File: src/rtl/seg7_pkg.sv
// seg7_pkg -- shared definitions for the multiplexed 7-segment scan driver.
//   GLYPH_TABLE : 16-entry hex glyph table, active-low form, bit order {g,f,e,d,c,b,a}
//   SEG_OFF     : all segments dark, active-low form
//   onehot_idx  : digit index (0..7) to one-hot, active-high form
package seg7_pkg;

  // Entry 15 is listed first so that GLYPH_TABLE[d] selects the glyph for hex digit d.
  localparam logic [15:0][6:0] GLYPH_TABLE = {
    7'b0001110,  // F
    7'b0000110,  // E
    7'b0100001,  // d
    7'b1000110,  // C
    7'b0000011,  // b
    7'b0001000,  // A
    7'b0010000,  // 9
    7'b0000000,  // 8
    7'b1111000,  // 7
    7'b0000010,  // 6
    7'b0010010,  // 5
    7'b0011001,  // 4
    7'b0110000,  // 3
    7'b0100100,  // 2
    7'b1111001,  // 1
    7'b1000000   // 0
  };

  localparam logic [6:0] SEG_OFF = 7'b1111111;

  function automatic logic [7:0] onehot_idx(input logic [2:0] idx);
    return 8'd1 << idx;
  endfunction

endpackage

File: src/rtl/seg7_hex_decode.sv
// seg7_hex_decode -- combinational hex digit to 7-segment glyph lookup.
//   ACTIVE_LOW : 1 = lit segments driven low, 0 = lit segments driven high
// Ports:
//   digit in  4  hex digit to display
//   seg   out 7  glyph {g,f,e,d,c,b,a} in the selected polarity
module seg7_hex_decode
  import seg7_pkg::*;
#(
  parameter bit ACTIVE_LOW = 1'b1
) (
  input  logic [3:0] digit,
  output logic [6:0] seg
);

  assign seg = ACTIVE_LOW ? GLYPH_TABLE[digit] : ~GLYPH_TABLE[digit];

endmodule

File: src/rtl/seg7_scan_driver.sv
// seg7_scan_driver -- multiplexed N-digit 7-segment display driver.
// Holds a shadow copy of DIGITS hex digits plus decimal points and scans them
// onto one shared segment bus, one digit slot of SCAN_DIV cycles each. The
// anode stays dark for the first cycle of every slot so the segment bus has
// settled before the new digit is enabled. All outputs are registered.
// Optional build macro: LEADING_ZERO_SUPPRESS_EN -- blanks zero digits above
// the most significant nonzero digit (digit 0 always shown, dp still shown).
// Ports:
//   clk      in  1         system clock
//   reset    in  1         synchronous active-high reset
//   value    in  4*DIGITS  hex digits, digit 0 in value[3:0] (rightmost)
//   dp       in  DIGITS    decimal-point request per digit, active-high
//   load     in  1         capture value/dp into the shadow register
//   blank_en in  1         force all anodes inactive
//   seg      out 7         segment bus {g,f,e,d,c,b,a}
//   dp_out   out 1         decimal-point segment
//   an       out DIGITS    one-hot digit enables
module seg7_scan_driver
  import seg7_pkg::*;
#(
  parameter int DIGITS         = 4,
  parameter int SCAN_DIV       = 50000,
  parameter bit SEG_ACTIVE_LOW = 1'b1,
  parameter bit AN_ACTIVE_LOW  = 1'b1
) (
  input  logic                  clk,
  input  logic                  reset,
  input  logic [4*DIGITS-1:0]   value,
  input  logic [DIGITS-1:0]     dp,
  input  logic                  load,
  input  logic                  blank_en,
  output logic [6:0]            seg,
  output logic                  dp_out,
  output logic [DIGITS-1:0]     an
);

  localparam int P_W   = $clog2(SCAN_DIV);
  localparam int IDX_W = (DIGITS > 1) ? $clog2(DIGITS) : 1;

  localparam logic [P_W-1:0]    P_LAST   = P_W'(SCAN_DIV - 1);
  localparam logic [IDX_W-1:0]  IDX_LAST = IDX_W'(DIGITS - 1);
  localparam logic [6:0]        SEG_DARK = SEG_ACTIVE_LOW ? SEG_OFF : ~SEG_OFF;
  localparam logic              DP_DARK  = SEG_ACTIVE_LOW ? 1'b1 : 1'b0;
  localparam logic [DIGITS-1:0] AN_DARK  = AN_ACTIVE_LOW ? {DIGITS{1'b1}} : {DIGITS{1'b0}};

  logic [4*DIGITS-1:0] shadow_value_reg;
  logic [DIGITS-1:0]   shadow_dp_reg;
  logic [P_W-1:0]      p_reg;
  logic [IDX_W-1:0]    idx_reg;
  logic [6:0]          seg_reg;
  logic                dp_out_reg;
  logic [DIGITS-1:0]   an_reg;

  // Current digit, selected from the shadow register by the scan index.
  logic [3:0] digit_arr [DIGITS];
  logic [3:0] cur_digit;
  logic       cur_dp;
  logic       cur_supp;
  logic [6:0] cur_glyph;
  logic [DIGITS-1:0] an_onehot;
  logic [DIGITS-1:0] an_lit;

  generate
    for (genvar gi = 0; gi < DIGITS; gi++) begin : g_digit
      assign digit_arr[gi] = shadow_value_reg[4*gi +: 4];
    end
  endgenerate

  assign cur_digit = digit_arr[idx_reg];
  assign cur_dp    = shadow_dp_reg[idx_reg];
  assign an_onehot = DIGITS'(onehot_idx(3'(idx_reg)));
  assign an_lit    = AN_ACTIVE_LOW ? ~an_onehot : an_onehot;

  seg7_hex_decode #(
    .ACTIVE_LOW (SEG_ACTIVE_LOW)
  ) u_decode (
    .digit (cur_digit),
    .seg   (cur_glyph)
  );

`ifdef LEADING_ZERO_SUPPRESS_EN
  // A digit is suppressed while it and every digit above it are zero.
  // Digit 0 is excluded so an all-zero value still shows a single 0.
  logic [DIGITS-1:0] supp_mask;
  logic              zero_run;

  always_comb begin
    supp_mask = '0;
    zero_run  = 1'b1;
    for (int i = DIGITS - 1; i >= 1; i--) begin
      zero_run     = zero_run && (shadow_value_reg[4*i +: 4] == 4'd0);
      supp_mask[i] = zero_run;
    end
  end

  assign cur_supp = supp_mask[idx_reg];
`else
  assign cur_supp = 1'b0;
`endif

  always_ff @(posedge clk) begin
    if (reset) begin
      shadow_value_reg <= '0;
      shadow_dp_reg    <= '0;
      p_reg            <= '0;
      idx_reg          <= '0;
      seg_reg          <= SEG_DARK;
      dp_out_reg       <= DP_DARK;
      an_reg           <= AN_DARK;
    end else begin
      if (load) begin
        shadow_value_reg <= value;
        shadow_dp_reg    <= dp;
      end

      if (p_reg == P_LAST) begin
        p_reg   <= '0;
        idx_reg <= (idx_reg == IDX_LAST) ? '0 : idx_reg + 1'b1;
      end else begin
        p_reg <= p_reg + 1'b1;
      end

      seg_reg    <= cur_supp ? SEG_DARK : cur_glyph;
      dp_out_reg <= SEG_ACTIVE_LOW ? ~cur_dp : cur_dp;
      // Dead cycle at slot start; a suppressed digit only lights for its dp.
      if ((p_reg == '0) || blank_en || (cur_supp && !cur_dp)) begin
        an_reg <= AN_DARK;
      end else begin
        an_reg <= an_lit;
      end
    end
  end

  assign seg    = seg_reg;
  assign dp_out = dp_out_reg;
  assign an     = an_reg;

endmodule

File: config.mk
export PLATFORM = sky130hd
export DESIGN_NAME = seg7_scan_driver
export DESIGN_NICKNAME = d
export VERILOG_FILES = /design/src/rtl/seg7_pkg.sv /design/src/rtl/seg7_hex_decode.sv /design/src/rtl/seg7_scan_driver.sv
export SDC_FILE = /design/constraint.sdc
export NUM_CORES = 1
export LEC_CHECK = 0
export CORE_MARGIN = 2
export CORE_UTILIZATION = 30
export CTS_CLUSTER_DIAMETER = 200
export DETAILED_ROUTE_END_ITERATION = 8
export GPL_TIMING_DRIVEN = 0
export PLACE_DENSITY = 0.6
export SYNTH_ARGS = -nofsm -noshare
export SYNTH_HDL_FRONTEND = slang
export SYNTH_SLANG_ARGS = --single-unit
File: constraint.sdc
create_clock -name clk -period 2.3 [get_ports clk]
set_input_delay 0.69 -clock clk [delete_from_list [all_inputs] [get_ports clk]]
set_output_delay 0.69 -clock clk [all_outputs]
set_load 0.01 [all_outputs]
==> results_dict.tcl <==
set metrics [dict create \
    status "finished, final reports clean" \
    cp.required_ns 2.49 \
    cts_tree "yes" \
    fin_cells 373 \
    track_usage 0.111 \
    hold_viol_final 0 \
    dieWidth_um 90.8 \
    cts_buffers 5 \
    r2r_start "p_reg[0]" \
    setup_slack_ns 0.185 \
    rows 31 \
    rr_worst_depth 6 \
    critical_path.startpoint_type "register" \
    tns_ns 0 \
    fin_crit_ns 2.11 \
    clkSinkCount 50 \
    cts_root_buffer "clkbuf_8" \
    drive_gt1_frac 0.0839 \
    syn_nets 270 \
    synthArstFlopShare 0 \
    ys.flop_type "dfxtp_1" \
    synth_seq_cells 50 \
    final_common_cell "dfxtp_1" \
    area_delta_synth_final_pct 23.6 \
    cp-end-kind "register" \
    worst_pin_slew_ns 0.711 \
    routedWlPerCell_um 11.4 \
    clkPwrFrac 0.295 \
    design.portCount 36 \
    grt_max_degree 15 \
    drtIter0Drc 56 \
    synth.top_cell.area_share 0.443 \
    synthCells 234 \
    ir_drop_uv 264 \
    maxCapViolCount 0 \
    dpl_worst_slack_ns 0.143 \
    synth_area_leaders "dfxtp_1 44%, mux2i_1 9.3%, ha_1 6.6%" \
    cts-resized-gates 0 \
    power_mw 1.59 \
    final_util 0.383 \
    period_share 0.919 \
    routed.top_layer "met4" \
    fin_worst_skew_ns 0.00891 \
    r2r-end "p_reg[13]" \
    switching_share 0.232 \
    ctsHoldBuffers 0 \
    grt_overflow 0 \
    setup_viol 0 \
    hold_depth 1 \
    synth.distinct_cells 38 \
    die_area_sq_um 8240 \
    rsz0062_at_grt "false" \
    grt_pass1_vias 1545 \
    num_antenna_cells 0 \
    holdCritPathClass "register to register" \
    wl_met2_mm 1.97 \
    critPathKind "register to register" \
    cp_max_fo 10 \
    die_h_um 90.8 \
    synth-seq-area-share 0.443 \
    post_cts_buffers 0 \
    rrSetupSlack_ns 0.19 \
    dr_wl_met3_um 149 \
    place_hpwl_mm 3.19 \
    via_per_inst 4.32 \
    synth_top_cell_by_area "dfxtp_1" \
    switchingPower_mw 0.368 \
    hold_start "p_reg[0]" \
    drc 0 \
    slew_headroom 0.526 \
    pwr_density_cell_nw_per_um2 568 \
    power.share.combinational 0.124 \
    drt-pass1-iter-count 4 \
    internal_power_mw 1.22 \
    seqPwrFrac 0.580 \
    core_sq_um 7290 \
    mostFrequentLayoutCells "50 x dfxtp_1, 40 x nor2_1, 33 x clkdlybuf4s50_1" \
    vias 1613 \
    cts.path.max_buffers 2 \
    final_nets 310 \
    drt-met1-wl_mm 2.09 \
    ant_nets 0 \
    worst-endpoint-arrival_ns 2.31 \
    drt-total-wl_mm 4.25 \
    yosys_warnings 0 \
    p_leak_nw 1.06 \
    clock_latency_ns 0.29 \
    routabilityCongestion 0.803 \
    synth-edff-count 0 \
    netlist_area_sq_um 2260 \
    slew_viol_final 0 \
    min_to "p_reg[0]" \
    grt_pass1_wl_mm 7.49 \
    dpl.cell_count 366 \
    initial_core_util 0.310 \
    cts.clk_slew.worst_paths_ns 0.08 \
    fmax_mhz 473 \
    htree_levels 2 \
    antenna_found_initial 0 \
    syn_avg_cell_area_sq_um 9.66 \
    portBuffers 33 \
]
[worst max path at each step]
stage                from   endpoint  slack (ns)
3_5_place_dp        reset  p_reg[13]        0.14
3_3_place_gp        reset  p_reg[11]        0.14
6_report         p_reg[0]  p_reg[13]        0.19
2_1_floorplan  idx_reg[0]     seg[6]        0.38
5_1_grt          p_reg[0]   p_reg[1]        0.03
4_1_cts        idx_reg[0]     seg[6]        0.17
[layer usage]
layer  vias to the layer above  track usage
met5                         -            0
met4                         0       0.0341
met1                       713        0.149
met3                         2       0.0267
li1                        876            -
met2                        22        0.177
[cell usage after synthesis, types with 2 or more instances]
master,number
mux2i_1,21
xnor2_1,11
o221ai_1,2
a21oi_1,4
nand2_1,14
buf_2,3
xor2_1,2
or4_4,2
inv_1,15
clkbuf_1,7
dfxtp_1,50
mux4_2,5
o21ai_0,3
nand4_1,3
mux2_2,2
ha_1,12
nand3_1,7
nor3_1,5
nor2_1,40
o21a_1,2
nor4_1,5
or3_1,2
o211ai_1,2
[metrics by stage]
stage	hold WS, ns	instance area [sq um]
6_report	0.485	2790
5_1_grt	0.528	2790
4_1_cts	0.490	2790
3_5_place_dp	0.469	2710
3_3_place_gp	0.456	2710
2_1_floorplan	0.437	2260
[kinds of logic after synthesis]
family | count (synthesis) | synth area share
simple gates | 84 | 0.179
flops | 50 | 0.443
buf+inv | 28 | 0.0504
mux | 28 | 0.153
compound gates | 19 | 0.0581
xor+xnor | 13 | 0.0504
fa+ha+maj | 12 | 0.0664
[cell type report]
| type | count | area [sq um] |
|---|---|---|
| flip-flops and latches | 50 | 1000 |
| clock inverters | 2 | 10.0 |
| well taps | 99 | 124 |
| plain buffers | 12 | 53.8 |
| clock buffers | 5 | 68.8 |
| repair buffers | 33 | 330 |
| inverters | 16 | 60.1 |
| multi-input cells | 156 | 1140 |
| fillers | 767 | 4500 |
[power groups by stage]
stage / Clock (mW) / Combinational (mW) / Sequential (mW)
6_report: 0.468 / 0.197 / 0.920
5_1_grt: 0.533 / 0.220 / 0.926
4_1_cts: 0.494 / 0.200 / 0.920
3_5_place_dp: 0 / 0.199 / 0.941
3_3_place_gp: 0 / 0.197 / 0.940
2_1_floorplan: 0 / 0.106 / 0.944
[worst max-delay path, cell delays in order (launching register included)]
cell,delay [ns]
dfxtp_1,0.39
ha_1,0.25
nand2_1,0.12
or4_4,0.52
o21ai_1,0.41
buf_4,0.26
nor2_1,0.06
No activity file was read; power rests on OpenSTA's default activity.
